===== src/rtl/gem_fiber_in.sv =====
// GEM trigger-fiber receive decoder: frames K-lane words into BX records, tracks lock and latency markers.
// Optional saturating error counter is built when GEM_RX_ERR_CNT_EN is defined; otherwise err_cnt reads 0.
module gem_fiber_in #(
    parameter int LOCK_FRAMES   = 16,
    parameter int UNLOCK_ERRORS = 4,
    parameter int MARKER_PERIOD = 128,
    parameter int ERR_CNT_WIDTH = 16
) (
    input  logic                     clk_80,
    input  logic                     reset_n,
    input  logic [31:0]              rx_data,
    input  logic [3:0]               rx_isk,
    input  logic [3:0]               rx_err,
    input  logic                     rx_ready,
    output logic [13:0]              cluster0,
    output logic [13:0]              cluster1,
    output logic [13:0]              cluster2,
    output logic [13:0]              cluster3,
    output logic                     overflow,
    output logic                     valid,
    output logic                     bx0,
    output logic                     locked,
    output logic                     marker_err,
    output logic                     frame_err,
    input  logic                     err_cnt_clr,
    output logic [ERR_CNT_WIDTH-1:0] err_cnt
);

    localparam int BXW = $clog2(MARKER_PERIOD);
    localparam int GCW = $clog2(LOCK_FRAMES + 1);
    localparam int BCW = $clog2(UNLOCK_ERRORS + 1);
    localparam logic [BXW-1:0] BX_LAST   = BXW'(MARKER_PERIOD - 1);
    localparam logic [GCW-1:0] GOOD_LAST = GCW'(LOCK_FRAMES - 1);
    localparam logic [BCW-1:0] BAD_LAST  = BCW'(UNLOCK_ERRORS - 1);

    localparam logic [7:0] K_NORM     = 8'hBC;
    localparam logic [7:0] K_NORM_OVF = 8'hF7;
    localparam logic [7:0] K_MARK     = 8'hFC;
    localparam logic [7:0] K_MARK_OVF = 8'hFD;

    typedef enum logic [1:0] {
        S_HUNT,
        S_CHECK,
        S_LOCKED
    } state_t;

    state_t           r_state;
    logic [GCW-1:0]   r_good_cnt;
    logic [BCW-1:0]   r_bad_cnt;
    logic [BXW-1:0]   r_bx_cnt;
    logic             r_phase_b;
    logic             r_a_bad;
    logic             r_a_marker;
    logic             r_a_ovf;
    logic [23:0]      r_a_data;
    logic [55:0]      r_cluster;
    logic             r_overflow;
    logic             r_valid;
    logic             r_bx0;
    logic             r_locked;
    logic             r_marker_err;
    logic             r_frame_err;

    logic             w_k_legal;
    logic             w_k_marker;
    logic             w_k_ovf;
    logic             w_k_word;
    logic             w_force_a;
    logic             w_slot_b;
    logic             w_frame_end;
    logic             w_frame_good;
    logic             w_bx_wrap;
    logic             w_marker_err_set;
    logic             w_frame_err_set;
    logic [55:0]      w_data;

    // NOTE: every always_comb output gets a default first so no latch is inferred.
    always_comb begin
        w_k_legal  = 1'b0;
        w_k_marker = 1'b0;
        w_k_ovf    = 1'b0;
        case (rx_data[7:0])
            K_NORM:     w_k_legal = 1'b1;
            K_NORM_OVF: begin w_k_legal = 1'b1; w_k_ovf = 1'b1; end
            K_MARK:     begin w_k_legal = 1'b1; w_k_marker = 1'b1; end
            K_MARK_OVF: begin w_k_legal = 1'b1; w_k_marker = 1'b1; w_k_ovf = 1'b1; end
            default:    ;
        endcase
    end

    // While hunting, a legal K word re-anchors the phase to word A.
    assign w_k_word     = (rx_isk == 4'b0001) && w_k_legal;
    assign w_force_a    = (r_state == S_HUNT) && w_k_word;
    assign w_slot_b     = r_phase_b && !w_force_a;
    assign w_frame_end  = w_slot_b && rx_ready;
    assign w_frame_good = !r_a_bad && (rx_err == 4'h0) && (rx_isk == 4'h0);
    assign w_data       = {rx_data, r_a_data};
    assign w_bx_wrap    = (r_bx_cnt == BX_LAST);

    assign w_marker_err_set = w_frame_end && w_frame_good && (r_state == S_LOCKED) &&
                              (r_a_marker ? !w_bx_wrap : w_bx_wrap);
    assign w_frame_err_set  = w_frame_end && !w_frame_good && (r_state != S_HUNT);

    always_ff @(posedge clk_80 or negedge reset_n) begin
        if (!reset_n) begin
            r_phase_b  <= 1'b0;
            r_a_bad    <= 1'b1;
            r_a_marker <= 1'b0;
            r_a_ovf    <= 1'b0;
        end else begin
            r_phase_b <= !w_slot_b;
            if (!w_slot_b) begin
                r_a_bad    <= !w_k_word || (rx_err != 4'h0) || !rx_ready;
                r_a_marker <= w_k_marker;
                r_a_ovf    <= w_k_ovf;
            end
        end
    end

    // NOTE: pure datapath capture; its contents are only used once r_a_bad qualifies them, so no reset.
    always_ff @(posedge clk_80) begin
        if (!w_slot_b) begin
            r_a_data <= rx_data[31:8];
        end
    end

    always_ff @(posedge clk_80 or negedge reset_n) begin
        if (!reset_n) begin
            r_state      <= S_HUNT;
            r_good_cnt   <= '0;
            r_bad_cnt    <= '0;
            r_bx_cnt     <= '0;
            r_cluster    <= '1;
            r_overflow   <= 1'b0;
            r_valid      <= 1'b0;
            r_bx0        <= 1'b0;
            r_locked     <= 1'b0;
            r_marker_err <= 1'b0;
            r_frame_err  <= 1'b0;
        end else begin
            r_valid      <= 1'b0;
            r_bx0        <= 1'b0;
            r_marker_err <= w_marker_err_set;
            r_frame_err  <= w_frame_err_set;
            if (!rx_ready) begin
                r_state    <= S_HUNT;
                r_good_cnt <= '0;
                r_bad_cnt  <= '0;
                r_locked   <= 1'b0;
                r_cluster  <= '1;
                r_overflow <= 1'b0;
            end else if (w_frame_end) begin
                if (w_frame_good) begin
                    r_bx_cnt <= (r_a_marker || w_bx_wrap) ? '0 : r_bx_cnt + BXW'(1);
                    case (r_state)
                        S_HUNT: begin
                            r_state    <= S_CHECK;
                            r_good_cnt <= GCW'(1);
                        end
                        S_CHECK: begin
                            if (r_good_cnt == GOOD_LAST) begin
                                r_state    <= S_LOCKED;
                                r_locked   <= 1'b1;
                                r_good_cnt <= '0;
                            end else begin
                                r_good_cnt <= r_good_cnt + GCW'(1);
                            end
                        end
                        S_LOCKED: begin
                            r_bad_cnt  <= '0;
                            r_valid    <= 1'b1;
                            r_bx0      <= r_a_marker;
                            r_overflow <= r_a_ovf;
                            r_cluster  <= w_data;
                        end
                        default: r_state <= S_HUNT;
                    endcase
                end else begin
                    case (r_state)
                        S_CHECK: begin
                            r_state    <= S_HUNT;
                            r_good_cnt <= '0;
                        end
                        S_LOCKED: begin
                            if (r_bad_cnt == BAD_LAST) begin
                                r_state    <= S_HUNT;
                                r_locked   <= 1'b0;
                                r_bad_cnt  <= '0;
                                r_cluster  <= '1;
                                r_overflow <= 1'b0;
                            end else begin
                                r_bad_cnt <= r_bad_cnt + BCW'(1);
                            end
                        end
                        default: ;
                    endcase
                end
            end
        end
    end

    assign cluster0   = r_cluster[13:0];
    assign cluster1   = r_cluster[27:14];
    assign cluster2   = r_cluster[41:28];
    assign cluster3   = r_cluster[55:42];
    assign overflow   = r_overflow;
    assign valid      = r_valid;
    assign bx0        = r_bx0;
    assign locked     = r_locked;
    assign marker_err = r_marker_err;
    assign frame_err  = r_frame_err;

`ifdef GEM_RX_ERR_CNT_EN
    logic [ERR_CNT_WIDTH-1:0] r_err_cnt;
    logic [ERR_CNT_WIDTH:0]   w_err_sum;

    // One spare bit catches the carry so the count can clamp at all-ones.
    assign w_err_sum = {1'b0, r_err_cnt} + (ERR_CNT_WIDTH+1)'(w_frame_err_set)
                                         + (ERR_CNT_WIDTH+1)'(w_marker_err_set);

    always_ff @(posedge clk_80 or negedge reset_n) begin
        if (!reset_n) begin
            r_err_cnt <= '0;
        end else if (err_cnt_clr) begin
            r_err_cnt <= '0;
        end else if (w_err_sum[ERR_CNT_WIDTH]) begin
            r_err_cnt <= '1;
        end else begin
            r_err_cnt <= w_err_sum[ERR_CNT_WIDTH-1:0];
        end
    end

    assign err_cnt = r_err_cnt;
`else
    logic w_unused_clr;
    assign w_unused_clr = err_cnt_clr;
    assign err_cnt      = '0;
`endif

endmodule


===== config.mk =====
export PLATFORM = sky130hd
export DESIGN_NAME = gem_fiber_in
export DESIGN_NICKNAME = d
export VERILOG_FILES = /design/src/rtl/gem_fiber_in.sv
export SDC_FILE = /design/constraint.sdc
export NUM_CORES = 1
export LEC_CHECK = 0
export ABC_AREA = 1
export BUFFER_PORTS_ARGS = -buffer_cell sky130_fd_sc_hd__buf_2
export CAP_MARGIN = 20
export CORE_ASPECT_RATIO = 0.7
export CORE_UTILIZATION = 55
export CTS_CLUSTER_DIAMETER = 80
export CTS_CLUSTER_SIZE = 30
export DETAILED_ROUTE_END_ITERATION = 8
export PLACE_DENSITY = 0.92
export SLEW_MARGIN = 20
export SYNTH_ARGS = -nofsm -noshare
export SYNTH_HDL_FRONTEND = slang
export SYNTH_SLANG_ARGS = --single-unit

===== constraint.sdc =====
create_clock -name clk_80 -period 3.05 [get_ports clk_80]
set_input_delay 0.4575 -clock clk_80 [delete_from_list [all_inputs] [get_ports clk_80]]
set_output_delay 0.4575 -clock clk_80 [all_outputs]
set_load 0.02 [all_outputs]

==> results of run 1 <==
==> placed cells by master, fill, tap and decap left out, drive strengths merged, types with 2 or more instances in the layout <==
master  count
a21oi       3
buf       108
clkbuf     13
clkinv      2
conb       16
dfrtp      26
dfstp      57
edfxtp     24
ha          7
inv        35
nand2     180
nand3      89
nor2       28
nor3        6
nor3b       5
o21ai      10
or2        52
xnor2       2
==> logic make-up after synthesis <==
kind of cell               Yosys count  synth area share
xor gates and xnor gates             3           0.00509
buffers and inverters               77            0.0775
and+or+nand+nor                    363             0.329
adders and majority gates            7            0.0170
DFF                                107             0.555
other                                1          0.000726
AOI/OAI and AO/OA                   15            0.0155
==> path summary, 6_finish.rpt <==
check | to | slack [ns] | cells past startpoint
worst max-delay path | r_cluster[1] | 0.87 | 10
worst min-delay path | r_state[1] | 0.16 | 1
worst max register to register | r_cluster[1] | 0.87 | 10
worst min register to register | r_cluster[17] | 0.46 | 2
max in group asynchronous | r_bx_cnt[4] | 2.39 | 1
min in group clk_80 | r_a_data[1] | 0.30 | 1
==> cell type report <==
cell class	instances	area (µm²)	share of cell area
flip-flops and latches	107	2870	0.480
multi-input cells	404	1950	0.327
repair buffers	108	582	0.0973
clock buffers	13	250	0.0418
well taps	124	155	0.0259
inverters	35	131	0.0220
clock inverters	3	40.0	0.00669
==> Yosys cell counts <==
| master | instances |
|---|---|
| nand2_1 | 175 |
| nand3_1 | 86 |
| dfstp_2 | 57 |
| or2_2 | 46 |
| inv_1 | 33 |
| dfrtp_1 | 26 |
| nor2_1 | 25 |
| edfxtp_1 | 24 |
| buf_4 | 21 |
| o21ai_0 | 10 |
| clkbuf_1 | 9 |
| buf_2 | 8 |
| ha_1 | 7 |
| nor3_1 | 6 |
| or2_0 | 5 |
| nor3b_1 | 4 |
| a21oi_1 | 3 |
| buf_6 | 3 |
| nand2_2 | 3 |
| nand3_2 | 3 |
| inv_2 | 2 |
| nand2_4 | 2 |
| nor2_4 | 2 |
| xnor2_1 | 2 |
| buf_1 | 1 |
| conb_1 | 1 |
| nand3b_1 | 1 |
| nand4_1 | 1 |
| nor2_2 | 1 |
| nor3b_2 | 1 |
| nor4_1 | 1 |
| o211ai_1 | 1 |
| o21bai_1 | 1 |
| or2_1 | 1 |
| xor2_1 | 1 |
==> worst max-delay path: stages (launching register included) <==
cell and delay (ns):
dfrtp_1 0.41, inv_1 0.10, ha_1 0.20, inv_1 0.12, nand2_1 0.17, nand2_1 0.10
inv_2 0.33, nand2_2 0.27, buf_12 0.26, nand2_1 0.10, nand2_1 0.05
==> registers in the layout, indices dropped and copies added (netlist names), 2 cells and up <==
name / flops
r_a_data: 24
r_bad_cnt: 3
r_bx_cnt: 7
r_cluster: 56
r_good_cnt: 5
r_state: 2
==> report_power, final <==
| group | internal (W) | switching (W) | total, W | leakage [nW] |
|---|---|---|---|---|
| Sequential | 0.00170 | 0.0000730 | 0.00177 | 1.18 |
| Combinational | 0.000191 | 0.000425 | 0.000616 | 1.55 |
| Clock | 0.000657 | 0.000483 | 0.00114 | 0.144 |
| Total | 0.00255 | 0.000980 | 0.00353 | 2.87 |
==> per-stage QoR <==
stage,setup WS (ns),power (W),util
6_report,0.874,0.00353,0.657
4_1_cts,0.919,0.00355,0.656
3_5_place_dp,0.699,0.00242,0.624
5_1_grt,0.722,0.00369,0.657
3_3_place_gp,0.780,0.00239,0.624
2_1_floorplan,1.20,0.00220,-
==> layer usage <==
| metal | GRT usage | routed length, µm |
|---|---|---|
| met1 | 0.313 | 4860 |
| met2 | 0.411 | 5460 |
| met3 | 0.0687 | 658 |
| met4 | 0.0594 | 135 |
| met5 | 0 | 0 |
==> impl_results.md, run 1 <==
- Outcome: completed
- Global-route wire length before repair: roughly 19000 µm
- Nets: approximately 700
- DR vias/cell: ~5.2
- Fmax: roughly 460 MHz
- Number of global-route vias before repair: between 3000 and 4000
- Final non-filler cell total: 794
- Crit Path Class: reg2reg
- Hold WS: roughly 0.16 ns
- Count of final setup violators: 0
- Drt drc: 0
- Final wirelength: approximately 11000 µm
- ANT cells: 0
- Slew Limit Fails: 0
- Grt ovf: 0
- Cells after DPL: a little under 800
- Post-route minimum period: about 2.2 ns
- Reg clk slew, reported paths: 0.07 ns
- Design area: 5980 µm²
- Area Growth Syn to Fin: 15.8%
- Worst-Margin Slew: approximately 0.79 ns
- Die Area: between 9000 and 10000 µm²
- Share of cells above drive strength 1: 0.355
- GP Congestion: slightly above 0.8
- Layout fillers: 723
- Final ANT Viol Nets: 0
- Synth top area cells: dfstp_2 (29%), edfxtp_1 (14%), nand2_1 (13%)
- Pin count of the biggest net entering global routing: 84
- Max Cap Viol: 0
- Yosys warning total: 0
- Starting Density: 0.567
- Syn_area_per_cell: 9.02 µm²
- CTS Buffer Depth: 2
- Core Rows: 29
- Die width: 118 µm
- CTS root buf: clkbuf_16
- Critical path launch point: r_state[0]
- Skew final: between 0.005 and 0.006 ns
- Initial antenna violation count: 0
- RSZ-0062 raised after global routing: false
- Power Density: about 590 nW/µm²
- DR WL/cell: 14.0 µm
- Worst Path Required: approximately 3.3 ns
- Maximum fanout along the worst path: 50
- Hold Buf Count CTS: 0
- CTS tree: built
- Yosys reg bits: 107
- Detailed-route via count: 4097
- Worst setup EP type: flop
- Pre-antenna DRT Iters: 7
- CTS buffer count: 9
- Buffers on Ports: ~100
- Max rail drop VDD: 447 µV
- Synthesized instance count: 573
- Clk sink count: approximately 110
- HP Class: in2async
- Placed cell areas: between 5000 and 6000 µm²
- Post-cts repair resize count: 0
- Worst EP arrival: between 2 and 2.5 ns
- Core area: ~9000 µm²
- Tcrit/Tclk final: 0.713
- Leakage: approximately 2.9 nW
- Slew Limit Headroom: 0.469
- Die Y: 83.1 µm
- Critical R2R Launch: r_state[0]
- Yosys top cell area share: 0.290
- Io pins: roughly 120
- Yosys top cell by area: dfstp_2
- CP Launch Type: flop
- DP Wirelength: roughly 7500 µm
- Setup_tns: 0 ns
- Area of the mapped netlist: about 5200 µm²
- Post-CTS Setup Inserts: 0
- Final hold violation count: 0
- DR iter-0 viols: around 300
- GRT Total Usage: 0.244
- Skew-Pair Late Insertion Delay: between 0.3 and 0.4 ns
- Count of cell types in the netlist: 35
- Register area share after synthesis: 0.555
- H-tree Lvls: 3
Power figures use the tool's default switching activity.
==> inputs of run 2 (changes only) <==
ABC_AREA = 0   (was 1)
CORE_UTILIZATION = 48   (was 55)
PLACE_DENSITY = 0.87   (was 0.92)
clock period = 1.75 ns   (was 3.05 ns; I/O delays follow)
==> impl_results.md, run 2 <==
- Outcome: finished with violations
- Failing checks: setup timing
- Die width: 121 µm (+2.6%)
- Core Rows: 29 (unchanged)
- Count of final setup violators: 9 (+9)
- Pre-antenna DRT Iters: 8 (+1)
- Skew final: 0.0113 ns (+0.00600 ns)
- Maximum fanout along the worst path: 7 (-86%)
- Grt ovf: 0 (unchanged)
- Die Area: 10300 µm² (+5.2%)
- Mux contribution to synthesized area: 0.00632 (+0.00632)
- Fmax: 558 MHz (+21%)
- Final non-filler cell total: 713 (-10%)
- Post-route minimum period: 1.79 ns (-0.385 ns)
- Hold depth: 1
- Core area: 9330 µm² (+2.4%)
- Crit Path Class: reg2reg
- Final ANT Viol Nets: 0 (unchanged)
- Area Growth Syn to Fin: 34.1%
- Worst EP arrival: 2.04 ns (-0.42 ns)
- Power Density: 747 nW/µm² (+27%)
- Post-synthesis xor/xnor area fraction: 0.00184 (-0.00324)
- Top-count cell post-synth: nor2_1
- H-tree Lvls: 3 (unchanged)
- Yosys top cell area share: 0.315 (+0.0254)
- Worst setup EP type: flop
- Io pins: 122 (unchanged)
- Post-Synth Adder-Cell Area: 0.0184 (+0.00149)
- Reg clk slew, reported paths: 0.08 ns (about the same)
- CTS buffer count: 9 (unchanged)
- Clk sink count: 107 (unchanged)
- Simple-gate area share of the yosys netlist: 0.188 (-0.141)
- Largest Register: r_cluster
- Nets: 635 (-11%)
- GP Congestion: 0.868 (+7.4%)
- Syn_area_per_cell: 10.6 µm² (+18%)
- Largest family of logic cells by synthesized area: simple AND/OR/NAND/NOR gates
- Area of the mapped netlist: 4750 µm² (-8.1%)
- Yosys reg bits: 107 (unchanged)
- Leakage: 2.62 nW (-9.0%)
- Count of cell types in the netlist: 50 (+43%)
- CTS tree: built
- Worst Path Required: 2.00 ns (-1.33 ns)
- Initial antenna violation count: 0 (unchanged)
- Max reg flops: 56 (unchanged)
- Top Registers: r_cluster: 56 flops, r_a_data: 24 flops, r_bx_cnt: 7 flops
- Async SR Flop Fraction: 0.776 (unchanged)
- Leading cell type in the layout, fill and taps excluded: buf_2
- Drt drc: 0 (unchanged)
- DR vias/cell: 5.69 (+10%)
- Yosys top cell by area: dfstp_2
- ANT cells: 0 (unchanged)
- Metal-1 WL: 5570 µm (+15%)
- Share of cells above drive strength 1: 0.452 (+0.0964)
- Pin count of the biggest net entering global routing: 47 (-44%)
- Layout fillers: 676 (-6.5%)
- Final hold violation count: 0 (unchanged)
- Main flop type after synthesis: dfstp_2
- Max Cap Viol: 0 (unchanged)
- Post-route setup slack: -0.0409 ns (-0.915 ns)
- Starting Density: 0.509 (-0.0579)
- Slew Limit Fails: 0 (unchanged)
- DR WL/cell: 18.5 µm (+32%)
- Final Power: 0.00476 W (+35%)
- Skew-Pair Late Insertion Delay: 0.36 ns (+0.02 ns)
- Die Y: 85.2 µm (+2.6%)
- Util after Layout: 0.683 (+0.0265)
- GRT Total Usage: 0.256 (+0.0116)
- Most frequent cells in the layout: buf_2 (103), nor2_1 (64), o21ai_1 (64)
- DP Wirelength: 8050 µm (+6.6%)
- Final wirelength: 13200 µm (+19%)
- HP Class: in2reg
- CTS Buffer Depth: 2 (unchanged)
- Post-synth EDFFs: 24 (unchanged)
- Register area share after synthesis: 0.604 (+0.0487)
- Met3 WL: 1050 µm (+59%)
- Setup_tns: -0.102 ns (-0.102 ns)
- Global-route wire length before repair: 20000 µm (+5.7%)
- Max rail drop VDD: 595 µV (+33%)
- Max Used Layer: met4
- Detailed-route via count: 4057 (-0.98%)
- Met2 Wirelength: 6400 µm (+17%)
- Yosys warning total: 0 (unchanged)
- CTS root buf: clkbuf_16
- Buffers on Ports: 104 (unchanged)
- Synthesized instance count: 448 (-22%)
- Reg2Reg Depth: 9 (-1)
- DR iter-0 viols: 436 (+44%)
- Pre-CTS WS: -0.231 ns (-0.929 ns)
- Post-synthesis compound-gate area fraction: 0.120 (+0.104)
- CP Launch Type: flop
- Tcrit/Tclk final: 1.02 (+0.310)
- Synth top area cells: dfstp_2 (32%), edfxtp_1 (15%), dfrtp_1 (14%)
- RSZ-0062 raised after global routing: true
- Most frequent cells after synthesis: nor2_1 (65), nor3_1 (59), dfstp_2 (57)
- Number of global-route vias before repair: 3873 (-3.1%)
- Cells after DPL: 677 (-13%)
## run 2: per-layer routing
layer	up-vias	global-route usage
li1	1827	-
met1	2010	0.344
met2	197	0.403
met3	23	0.0719
met4	0	0.0831
met5	-	0
## run 2: path summary, 6_finish.rpt
path,startpoint,end,slack (ns)
max,r_state[0],overflow,-0.04
min,rx_data[13],r_a_data[5],0.1
max reg2reg,r_state[0],overflow,-0.04
min reg2reg,r_good_cnt[3],r_good_cnt[3],0.50
max in group asynchronous,reset_n,r_cluster[31],0.66
min in group asynchronous,reset_n,r_state[1],0.39
## run 2: layout make-up
| type | count | area (µm²) | area share |
|---|---|---|---|
| Clock buffer | 9 | 225 | 0.0353 |
| Clock inverter | 7 | 58.8 | 0.00923 |
| Inverter | 7 | 33.8 | 0.00530 |
| Multi-Input combinational cell | 304 | 1860 | 0.292 |
| Sequential cell | 107 | 2870 | 0.450 |
| Tap cell | 124 | 155 | 0.0244 |
| Timing Repair Buffer | 155 | 1170 | 0.184 |
## run 2: worst max-delay path: stages, from the launching register on
cell and delay (ns):
dfrtp_1 0.39, inv_2 0.09, ha_4 0.14, nand4_1 0.13, buf_4 0.19, o211ai_4 0.22
buf_12 0.19, buf_12 0.12, nand3_1 0.08, o21ai_0 0.14
## run 2: where the power goes
group / total (W) / internal, W / switching, W
logic: 0.000236 / 0.0000728 / 0.000164
registers: 0.00257 / 0.00257 / 0.00000469
clock network: 0.00195 / 0.000994 / 0.000960
## run 2: timing repair
action,CTS,global route
resized for setup,18,59
hold buffers,1,0
buffers inserted,8,3
pin swaps,3,15
endpoints found under the setup margin,73,101
gates cloned,3,5
endpoints found under the hold margin,8,0
## run 2: metrics by stage
step	hold WS (ns)	instance area [µm²]
detailed placement	0.236	5550
floorplan	-0.0331	4820
global route	0.0857	6370
finish	0.0991	6370
global placement	0.227	5550
CTS	0.0836	6060
## run 2: kinds of logic after synthesis
logic type                 count (synthesis)
DFF                                      107
AOI/OAI and AO/OA                         95
adders and majority gates                  7
buffers and inverters                     52
other                                      1
xor gates and xnor gates                   1
and+or+nand+nor                          182
muxes                                      3
